## config.mk

```make
export PLATFORM = sky130hd
export DESIGN_NAME = systolic_drain
export DESIGN_NICKNAME = d
export VERILOG_FILES = /design/src/rtl/systolic_drain.sv
export SDC_FILE = /design/constraint.sdc
export NUM_CORES = 1
export LEC_CHECK = 0
export ABC_AREA = 1
export CAP_MARGIN = 20
export CORE_UTILIZATION = 45
export CTS_CLUSTER_SIZE = 20
export DETAILED_ROUTE_END_ITERATION = 7
export SYNTH_ARGS = -nofsm -noshare
export SYNTH_HDL_FRONTEND = slang
export SYNTH_SLANG_ARGS = --single-unit
```

## constraint.sdc

```tcl
create_clock -name clk -period 7.25 [get_ports clk]
set_input_delay 0.725 -clock clk [delete_from_list [all_inputs] [get_ports clk]]
set_output_delay 0.725 -clock clk [all_outputs]
set_load 0.02 [all_outputs]
```

## src/rtl/systolic_drain.sv

```systemverilog
// Output-side collector for the weight-stationary array: deskews bottom-row column sums,
// buffers aligned rows in a FIFO and streams them out with valid/ready back-pressure.
module systolic_drain #(
    parameter int DWIDTH       = 8,
    parameter int COLS         = 4,
    parameter int FIFO_DEPTH   = 8,
    parameter int STALL_MARGIN = 6
) (
    input  logic                             clk,
    input  logic                             reset_n,
    input  logic                             clear_i,
    input  logic                             in_valid_i,
    input  logic [COLS*2*DWIDTH-1:0]         col_data_i,
    output logic                             out_valid_o,
    input  logic                             out_ready_i,
    output logic [COLS*2*DWIDTH-1:0]         out_data_o,
    output logic [$clog2(FIFO_DEPTH+1)-1:0]  count_o,
    output logic                             stall_o,
    output logic                             overflow_o
);

    localparam int RW = 2 * DWIDTH;
    localparam int AW = $clog2(FIFO_DEPTH);
    localparam int CW = $clog2(FIFO_DEPTH + 1);
    localparam logic [CW-1:0] DEPTH_C  = CW'(FIFO_DEPTH);
    localparam logic [CW-1:0] MARGIN_C = CW'(STALL_MARGIN);

    logic [COLS-1:0]      r_vld;
    logic [COLS*RW-1:0]   w_row;
    logic [RW*COLS-1:0]   r_mem [FIFO_DEPTH];
    logic [AW-1:0]        r_wptr;
    logic [AW-1:0]        r_rptr;
    logic [CW-1:0]        r_count;
    logic                 r_stall;
    logic                 r_overflow;

    logic                 w_flush;
    logic                 w_push;
    logic                 w_pop;
    logic                 w_full;
    logic                 w_wr;
    logic                 w_drop;
    logic [CW-1:0]        w_count_nxt;
    logic [CW-1:0]        w_free_nxt;

    assign w_flush = !reset_n || clear_i;

    // Valid travels COLS stages so it meets the last column's data at the stage outputs.
    always_ff @(posedge clk) begin
        if (w_flush) begin
            r_vld <= '0;
        end else begin
            r_vld <= {r_vld[COLS-2:0], in_valid_i};
        end
    end

    for (genvar c = 0; c < COLS; c++) begin : g_col
        localparam int N = COLS - c;
        logic [RW-1:0] r_sh [N];

        always_ff @(posedge clk) begin
            if (w_flush) begin
                for (int i = 0; i < N; i++) begin
                    r_sh[i] <= '0;
                end
            end else begin
                r_sh[0] <= col_data_i[c*RW +: RW];
                for (int i = 1; i < N; i++) begin
                    r_sh[i] <= r_sh[i-1];
                end
            end
        end

        assign w_row[c*RW +: RW] = r_sh[N-1];
    end

    assign w_push = r_vld[COLS-1];

    always_comb begin
        w_pop       = (r_count != '0) && out_ready_i;
        w_full      = (r_count == DEPTH_C);
        w_wr        = w_push && (!w_full || w_pop);
        w_drop      = w_push && w_full && !w_pop;
        w_count_nxt = r_count;
        case ({w_wr, w_pop})
            2'b10:   w_count_nxt = r_count + CW'(1);
            2'b01:   w_count_nxt = r_count - CW'(1);
            default: w_count_nxt = r_count;
        endcase
        w_free_nxt  = DEPTH_C - w_count_nxt;
    end

    always_ff @(posedge clk) begin
        if (w_flush) begin
            r_wptr     <= '0;
            r_rptr     <= '0;
            r_count    <= '0;
            r_stall    <= 1'b0;
            r_overflow <= 1'b0;
        end else begin
            if (w_wr) begin
                r_wptr <= r_wptr + AW'(1);
            end
            if (w_pop) begin
                r_rptr <= r_rptr + AW'(1);
            end
            r_count <= w_count_nxt;
            r_stall <= (w_free_nxt <= MARGIN_C);
            if (w_drop) begin
                r_overflow <= 1'b1;
            end
        end
    end

    // Storage needs no reset: the head is masked to zero whenever the FIFO is empty.
    always_ff @(posedge clk) begin
        if (!w_flush && w_wr) begin
            r_mem[r_wptr] <= w_row;
        end
    end

    assign out_valid_o = (r_count != '0);
    assign out_data_o  = out_valid_o ? r_mem[r_rptr] : '0;
    assign count_o     = r_count;
    assign stall_o     = r_stall;
    assign overflow_o  = r_overflow;

endmodule
```

## Yosys cells after proc, flatten, opt, wreduce, memory -nomap -nowiden

Memory sizes are Yosys's and may differ from the RTL's. A register that Yosys moved wholly into a read port is not among the register bits.
Index checks and enable logic that the tools add are counted.

| storage, ports and cells | value |
|---|---|
| word-level logic and storage cells | 62 |
| output and inout port bits | 71 |
| bits in latches | 0 |
| memory bits (writable) | 672 |
| bits in registers | 16 |
| bits of input ports | 69 |
| memory bits (read-only) | 0 |
| memories kept | 5 |

| cells by class | value |
|---|---|
| mux-type cells | 20 |
| eq/ne operators | 3 |
| add/sub/neg operators | 5 |
| $mul | 0 |
| reductions and logical operators | 13 |
| divide/modulo/power cells | 0 |
| magnitude comparators | 1 |
| shifts and indexed selects | 0 |
| bitwise logic cells | 9 |

Memory list:

| memory | depth | width | read ports | clocked after memory_dff | wr ports | RTL line | RTL |
|---|---|---|---|---|---|---|---|
| r_mem | 8 | 64 | 1 | 1 | 1 | 30 | `logic [RW*COLS-1:0] r_mem [FIFO_DEPTH];` |
| g_col[0].r_sh | 4 | 16 | 4 | 0 | 4 | 59 | `logic [RW-1:0] r_sh [N];` |
| g_col[1].r_sh | 3 | 16 | 3 | 0 | 3 | 59 |  |
| g_col[2].r_sh | 2 | 16 | 2 | 0 | 2 | 59 |  |
| g_col[3].r_sh | 1 | 16 | 1 | 0 | 1 | 59 |  |

Operators by type and width:

| operator | number |
|---|---|
| $mux 16 | 10 |
| $mux 64 | 1 |
| $reduce_or 16->1 | 1 |
| $or 1x1->1 | 9 |
| $pmux 4 s2 | 1 |
| $add 3x1->3 const B | 2 |
| $mux 1 | 6 |
| $mux 3 | 2 |
| $logic_and 1x1->1 | 5 |
| $add 4x1->4 const B | 1 |
| $eq 4x4->1 const B | 1 |
| $le 4x3->1 const B | 1 |
| $logic_not 1->1 | 4 |
| $reduce_bool 4->1 | 1 |
| $sub 4x1->4 const B | 1 |
| $sub 4x4->4 const A | 1 |
| $eq 2x1->1 const B | 1 |
| $eq 2x2->1 const B | 1 |
| $logic_or 1x1->1 | 2 |

## Depth between registers and ports, before layout

Gate-level depths: netlist of the first run.

| depth | value |
|---|---|
| depth after elaboration | 8 |
| depth in mapped cells | 16 |
| gate-level depth less buffers | 16 |

## Least setup slack after synthesis of the first run

No wires, ideal clock.

| path | value |
|---|---|
| path type | input port to flip-flop |
| start | in reset_n |
| end | mem r_mem[1][0] (netlist name), enable pin |
| path buffers | 1 |
| required time | 6.764 ns |
| cell stages on the path | 5 |
| arrival time | 4.010 ns |
| path slack | 2.753 ns |
| setup time | 0.486 ns |
| cells stage by stage | inv_1 > nor2_1 > clkbuf_1 > nand3_1 > nor2_1 |

| on the way | value |
|---|---|
| longest elaborated chain between the ends | 6 |

Ends and longest elaborated chain:

| what | RTL line | RTL |
|---|---|---|
| start, declared | 10 | `input logic reset_n,` |
| $logic_not 1->1 | 46 | `assign w_flush = !reset_n \|\| clear_i;` |
| $logic_or 1x1->1 | 46 |  |
| $logic_not 1->1 | 117 | `if (!w_flush && w_wr) begin` |
| $logic_and 1x1->1 | 117 |  |
| $mux 1 | 117 |  |
| $mux 1 (implied by the code) | 118 | `r_mem[r_wptr] <= w_row;` |
| end, declared | 30 |  |

No other way between the ends.

==> impl_metrics.yaml, run 1 <==
outcome:
  status: "finished clean"
clock_network:
  cts_tree: "yes"
  cts_hold_buffers: 0
  clk_latency_ns: 0.60
  cts_buffer_depth: 3
  postCtsSetupBuffers: 0
  clock-sinks: 691
  clk_pin_slew_ns: 0.06
  cts_resized: 0
  root_buffer: "clkbuf_16"
  cts_inserted_buffers: 71
  cts_htree_levels: 3
global_route:
  grt_usage: 0.191
  grt_max_degree: 257
  grt_pass1_wl_um: 84800
  grt_pass1_vias: 15600
  overflow: 0
  antenna_found_initial: 0
synthesis:
  synthFlopType: "edfxtp_1"
  yosysMostFrequentCell: "nor2_1"
  synthesis.nets: 2234
  syn_area_per_cell_um2: 11.8
  synth_commonest_cells: "nor2_1 (633), edfxtp_1 (512), o21ai_0 (262)"
  async_flop_share: 0
  ys_seq_area_frac: 0.745
  synth-edff-count: 512
  synth.area.top_cells: "edfxtp_1 (60%), dfxtp_1 (14%), nor2_1 (9.3%)"
  syn_inst: 2157
  netlist_area_um2: 25500
  synth_top_cell_by_area: "edfxtp_1"
  yosysWarningCount: 0
  synth_top_area_frac: 0.604
  ys_types: 24
  ys_seq_elements: 691
critical_path:
  worstPathMaxFanout: 74
  cp_cell_sequence: "buf_4, o21ai_0, o22ai_1, nor2_1, nor2_1, clkdlybuf4s50_1"
  cpPeakStageDelay_ns: 0.75
  path_buf_inv: 2
  r2r-start: "count_o[0]"
  r2r_slack_ns: 4.03
  slowest_stage: "dfxtp_4"
  worst_r2r_path_depth: 15
  critPathCapture: "out_data_o[21]"
  cp_num_cells: 6
  cp_common_cell: "nor2_1"
  cp-end-kind: "primary output"
  critical_path.top_delay_family: "buffers and inverters"
  crit_required_ns: 6.52
  worstSetupPathType: "reg2out"
  r2r_end: "stall_o"
  critPathArrivalTime_ns: 3.75
  cp-start-kind: "register"
route:
  dr.pass1.iters: 5
  top_layer: "met4"
  drt_first_iter_violations: 1173
  wl_met3_um: 2840
  wl_met1_um: 24600
  wl_per_cell_um: 17.7
  route.detailed.drc: 0
  wl_met2_um: 25700
  routed-via-count: 15500
  ant_nets: 0
  drt_wl_total_um: 54300
  viasPerCell: 5.05
floorplanning:
  core-area_um2: 55500
  dieArea_um2: 57500
  boundaryPins: 140
  die_w_um: 240
  die_y_um: 240
  initial_core_util: 0.459
  row_count: 86
cells_and_area:
  syn_to_final_growth_pct: 17.3
  post-route-util: 0.538
  diodes: 0
  drive_gt1_frac: 0.0619
  final_net_count: 2345
  fill_cells: 4815
sta:
  finClkSkew_ns: 0.0187
  slew_headroom: 0.221
  tightest_slew_ns: 1.17
  hold_slack_ns: 0.395
  drv_slew: 0
  rsz0062_at_grt: "no"
  finalHoldViolations: 0
  clock.fmax_mhz: 223
  setup_tns_ns: 0
  post-route-period-util: 0.618
  finalCriticalPeriod_ns: 4.48
  setup_violations: 0
place:
  place_hpwl_um: 27400
  portBuffers: 139
  gp_routability_congestion: 0.761
hold_path:
  min-delay-path-class: "reg2reg"
job:
  cap_violations: 0
pwr:
  cellPowerDensity_nw_per_um2: 265
  ir_drop_uv: 171
  power.leakage_uw: 0.0102
[stage by stage]
step / power, uW / setup slack, ns / cells / instance area (um2)
final: 7910 / 2.77 / 3073 / 29900
after floorplan: 4350 / 2.75 / 2157 / 25500
after detailed placement: 4410 / 3.02 / 2940 / 27500
after CTS: 7990 / 2.74 / 3070 / 29800
after global routing: 8150 / 2.57 / 3073 / 29900
after global placement: 4410 / 2.83 / 2937 / 27400
[worst min-delay path: cells and delay by family (launching register included)]
family / cells / cell delay, ns
buffers and inverters: 1 / 0.04
and+or+nand+nor: 1 / 0.03
DFF: 1 / 0.29
[layer usage]
layer,GRT usage,vias to the layer above
met5,0,-
met4,0.0668,0
met3,0.0316,76
met2,0.314,386
met1,0.257,7517
li1,-,7549
[layout by cell type, fill, tap and decap left out, types with 7 or more instances in the layout]
| master | Yosys | routed |
|---|---|---|
| a21oi_1 | 7 | 7 |
| buf_4 | 2 | 15 |
| clkbuf_1 | 78 | 16 |
| clkbuf_16 | 0 | 73 |
| clkbuf_8 | 0 | 10 |
| clkdlybuf4s50_1 | 0 | 139 |
| clkinv_1 | 0 | 9 |
| clkinv_2 | 0 | 11 |
| dfxtp_1 | 179 | 176 |
| edfxtp_1 | 512 | 512 |
| ha_1 | 7 | 7 |
| inv_1 | 183 | 183 |
| nand2_1 | 99 | 99 |
| nand3_1 | 15 | 14 |
| nor2_1 | 633 | 625 |
| nor2_4 | 0 | 8 |
| o211ai_1 | 64 | 64 |
| o21ai_0 | 262 | 262 |
| o22ai_1 | 64 | 64 |
[cells by family after synthesis]
| group | after synthesis | synth area share |
|---|---|---|
| simple gates | 751 | 0.112 |
| flops | 691 | 0.745 |
| compound gates | 398 | 0.0878 |
| buf+inv | 309 | 0.0516 |
| fa+ha+maj | 8 | 0.00423 |
[sequential cells by signal, summed over array words and instances (netlist names), named ones only]
name and flops:
r_mem 512, g_col.r_sh 160, count_o 4, r_vld 4
r_rptr 3, r_wptr 3, overflow_o 1, stall_o 1
[power by group]
group          internal, uW  total (uW)  switching, uW  leakage (uW)
clock network          2130        3590           1460       0.00114
registers              4220        4240           16.3       0.00618
logic                  44.5        82.8           38.3       0.00288
total                  6400        7910           1510        0.0102
[cell type report]
| class | instances | area, um2 | share of cell area |
|---|---|---|---|
| sequential | 691 | 19000 | 0.635 |
| clock buffer | 99 | 2020 | 0.0678 |
| inverter | 186 | 708 | 0.0237 |
| clock inverter | 31 | 290 | 0.00972 |
| tap | 748 | 936 | 0.0313 |
| multi-input combinational | 1157 | 5260 | 0.176 |
| timing repair buffer | 161 | 1670 | 0.0561 |
[worst min-delay path by stage]
stage,slack (ns),endpoint,cells past startpoint,from
6_report,0.39,g_col[0].r_sh[3][11],2,g_col[0].r_sh[2][11]
5_1_grt,0.41,g_col[0].r_sh[2][9],2,g_col[0].r_sh[1][9]
3_5_place_dp,0.40,g_col[0].r_sh[1][10],2,g_col[0].r_sh[0][10]
3_3_place_gp,0.39,g_col[0].r_sh[2][7],2,g_col[0].r_sh[1][7]
4_1_cts,0.39,g_col[0].r_sh[2][13],2,g_col[0].r_sh[1][13]
2_1_floorplan,0.39,g_col[0].r_sh[1][0],2,g_col[0].r_sh[0][0]
Note: power is estimated with default switching activity, not from simulation.
==> inputs of run 2 (changes only) <==
==> constraint.sdc (replaced) <==
create_clock -name clk -period 4.45 [get_ports clk]
set_input_delay 0.445 -clock clk [delete_from_list [all_inputs] [get_ports clk]]
set_output_delay 0.445 -clock clk [all_outputs]
set_load 0.02 [all_outputs]
==> impl_metrics.yaml, run 2 (same netlist as run 1, synthesis figures left out) <==
outcome:
  status: "finished clean"
sta:
  setup_violations: 0
  tightest_slew_ns: 0.930
  finalHoldViolations: 0
  post-route-period-util: 0.892
  finalCriticalPeriod_ns: 3.97
  drv_slew: 0
  finClkSkew_ns: 0.0178
  rsz0062_at_grt: "no"
  setup_tns_ns: 0
  slew_headroom: 0.380
  clock.fmax_mhz: 252
place:
  dp.cells: 2951
  portBuffers: 139
  place_hpwl_um: 28400
  gp_routability_congestion: 0.768
global_route:
  met3_usage: 0.0363
  grt_pass1_wl_um: 85700
  use_met2: 0.310
  grt_pass1_vias: 15400
  grt_use_met1: 0.267
  grt_usage: 0.193
  overflow: 0
  antenna_found_initial: 0
  top_usage_layer: "met2"
  grt_max_degree: 121
critical_path:
  r2r_slack_ns: 1.29
  worstPathMaxFanout: 82
  crit_required_ns: 4.01
  worstSetupPathType: "reg2out"
  critPathArrivalTime_ns: 3.52
  cp-start-kind: "register"
  cp-end-kind: "primary output"
route:
  drt_first_iter_violations: 1089
  ant_nets: 0
  wl_per_cell_um: 17.7
  dr.pass1.iters: 6
  route.detailed.drc: 0
  routed-via-count: 15600
  drt_wl_total_um: 54400
  viasPerCell: 5.05
floorplanning:
  boundaryPins: 140
  dieArea_um2: 57500
  initial_core_util: 0.459
  core-area_um2: 55500
  row_count: 86
  die_w_um: 240
  die_y_um: 240
clock_network:
  clk_latency_ns: 0.60
  root_buffer: "clkbuf_16"
  cts_tree: "yes"
  clock-sinks: 691
  cts_htree_levels: 3
  postCtsSetupBuffers: 0
  cts_buffer_depth: 3
  clk_pin_slew_ns: 0.06
  cts_inserted_buffers: 72
  cts_resized: 0
  cts_hold_buffers: 0
cells_and_area:
  regMostFlops: "r_mem"
  largest_reg_flops: 512
  mostFrequentLayoutCells: "nor2_1 (625), edfxtp_1 (512), o21ai_0 (262)"
  drive_gt1_frac: 0.0621
  stdcell_count: 3083
  syn_to_final_growth_pct: 17.4
  diodes: 0
  final_net_count: 2354
  largestRegisters: "r_mem x512, g_col.r_sh x160"
  final_common_cell: "nor2_1"
pwr:
  combPwrFrac: 0.010
  seqPwrFrac: 0.539
  p_int_uw: 10400
  p_clk_frac: 0.450
  ir_drop_uv: 241
  power.switching_uw: 2440
  cellPowerDensity_nw_per_um2: 429
  power.leakage_uw: 0.0103
  switching_share: 0.191
hold_path:
  min-delay-path-class: "in2reg"
job:
  cap_violations: 0
-- run 2: cell count changes in the layout (fill, tap and decap cells not counted), sizes merged --
cell | before | now
buf | 22 | 30
clkbuf | 99 | 104
clkinv | 21 | 19
bufinv | 5 | 4
-- run 2: worst paths after layout --
kind,endpoint,from,cells past startpoint
max,out_data_o[1],register,8
min,g_col[2].r_sh[0][2],col_data_i[34],3
max reg2reg,stall_o,count_o[1],15
min reg2reg,g_col[1].r_sh[0][45],g_col[1].r_sh[0][29],2
-- run 2: final cells by class --
cell class | instances | area, um2
clock buffers | 104 | 2040
clock inverters | 28 | 243
flip-flops and latches | 691 | 19000
multi-input cells | 1157 | 5260
fillers | 4786 | 25600
inverters | 186 | 708
well taps | 748 | 936
repair buffers | 169 | 1740
-- run 2: power groups by stage --
stage | clock (uW) | sequential (uW) | combinational [uW]
finish | 5770 | 6910 | 134
global route | 6160 | 6910 | 151
CTS | 5900 | 6910 | 136
detailed placement | 0 | 7050 | 135
global placement | 0 | 7040 | 135
floorplan | 0 | 7040 | 58.5
-- run 2: metal layers --
metal | vias up | part of all wire
met5 | - | 0
met4 | 0 | 0.022
met3 | 88 | 0.055
met2 | 405 | 0.47
met1 | 7515 | 0.46
li1 | 7568 | -
-- run 2: critical path, stage by stage, from the launching register on --
cell             delay, ns
dfxtp_4               0.93
buf_4                 0.57
nor2_1                0.11
nor2_1                0.09
o21ai_0               0.09
o211ai_1              0.11
nand2_1               0.07
nor2_1                0.27
clkdlybuf4s50_1       0.66
-- run 2: per-stage QoR --
step	cell area, um2	total power [uW]	setup slack [ns]	hold WS, ns	utilization
3_5_place_dp	27600	7180	1.06	0.398	0.497
5_1_grt	29900	13200	0.196	0.353	0.538
4_1_cts	29900	12900	0.400	0.333	0.538
3_3_place_gp	27600	7180	1.06	0.396	0.497
6_report	29900	12800	0.480	0.368	0.538
2_1_floorplan	25500	7090	0.126	0.394	-
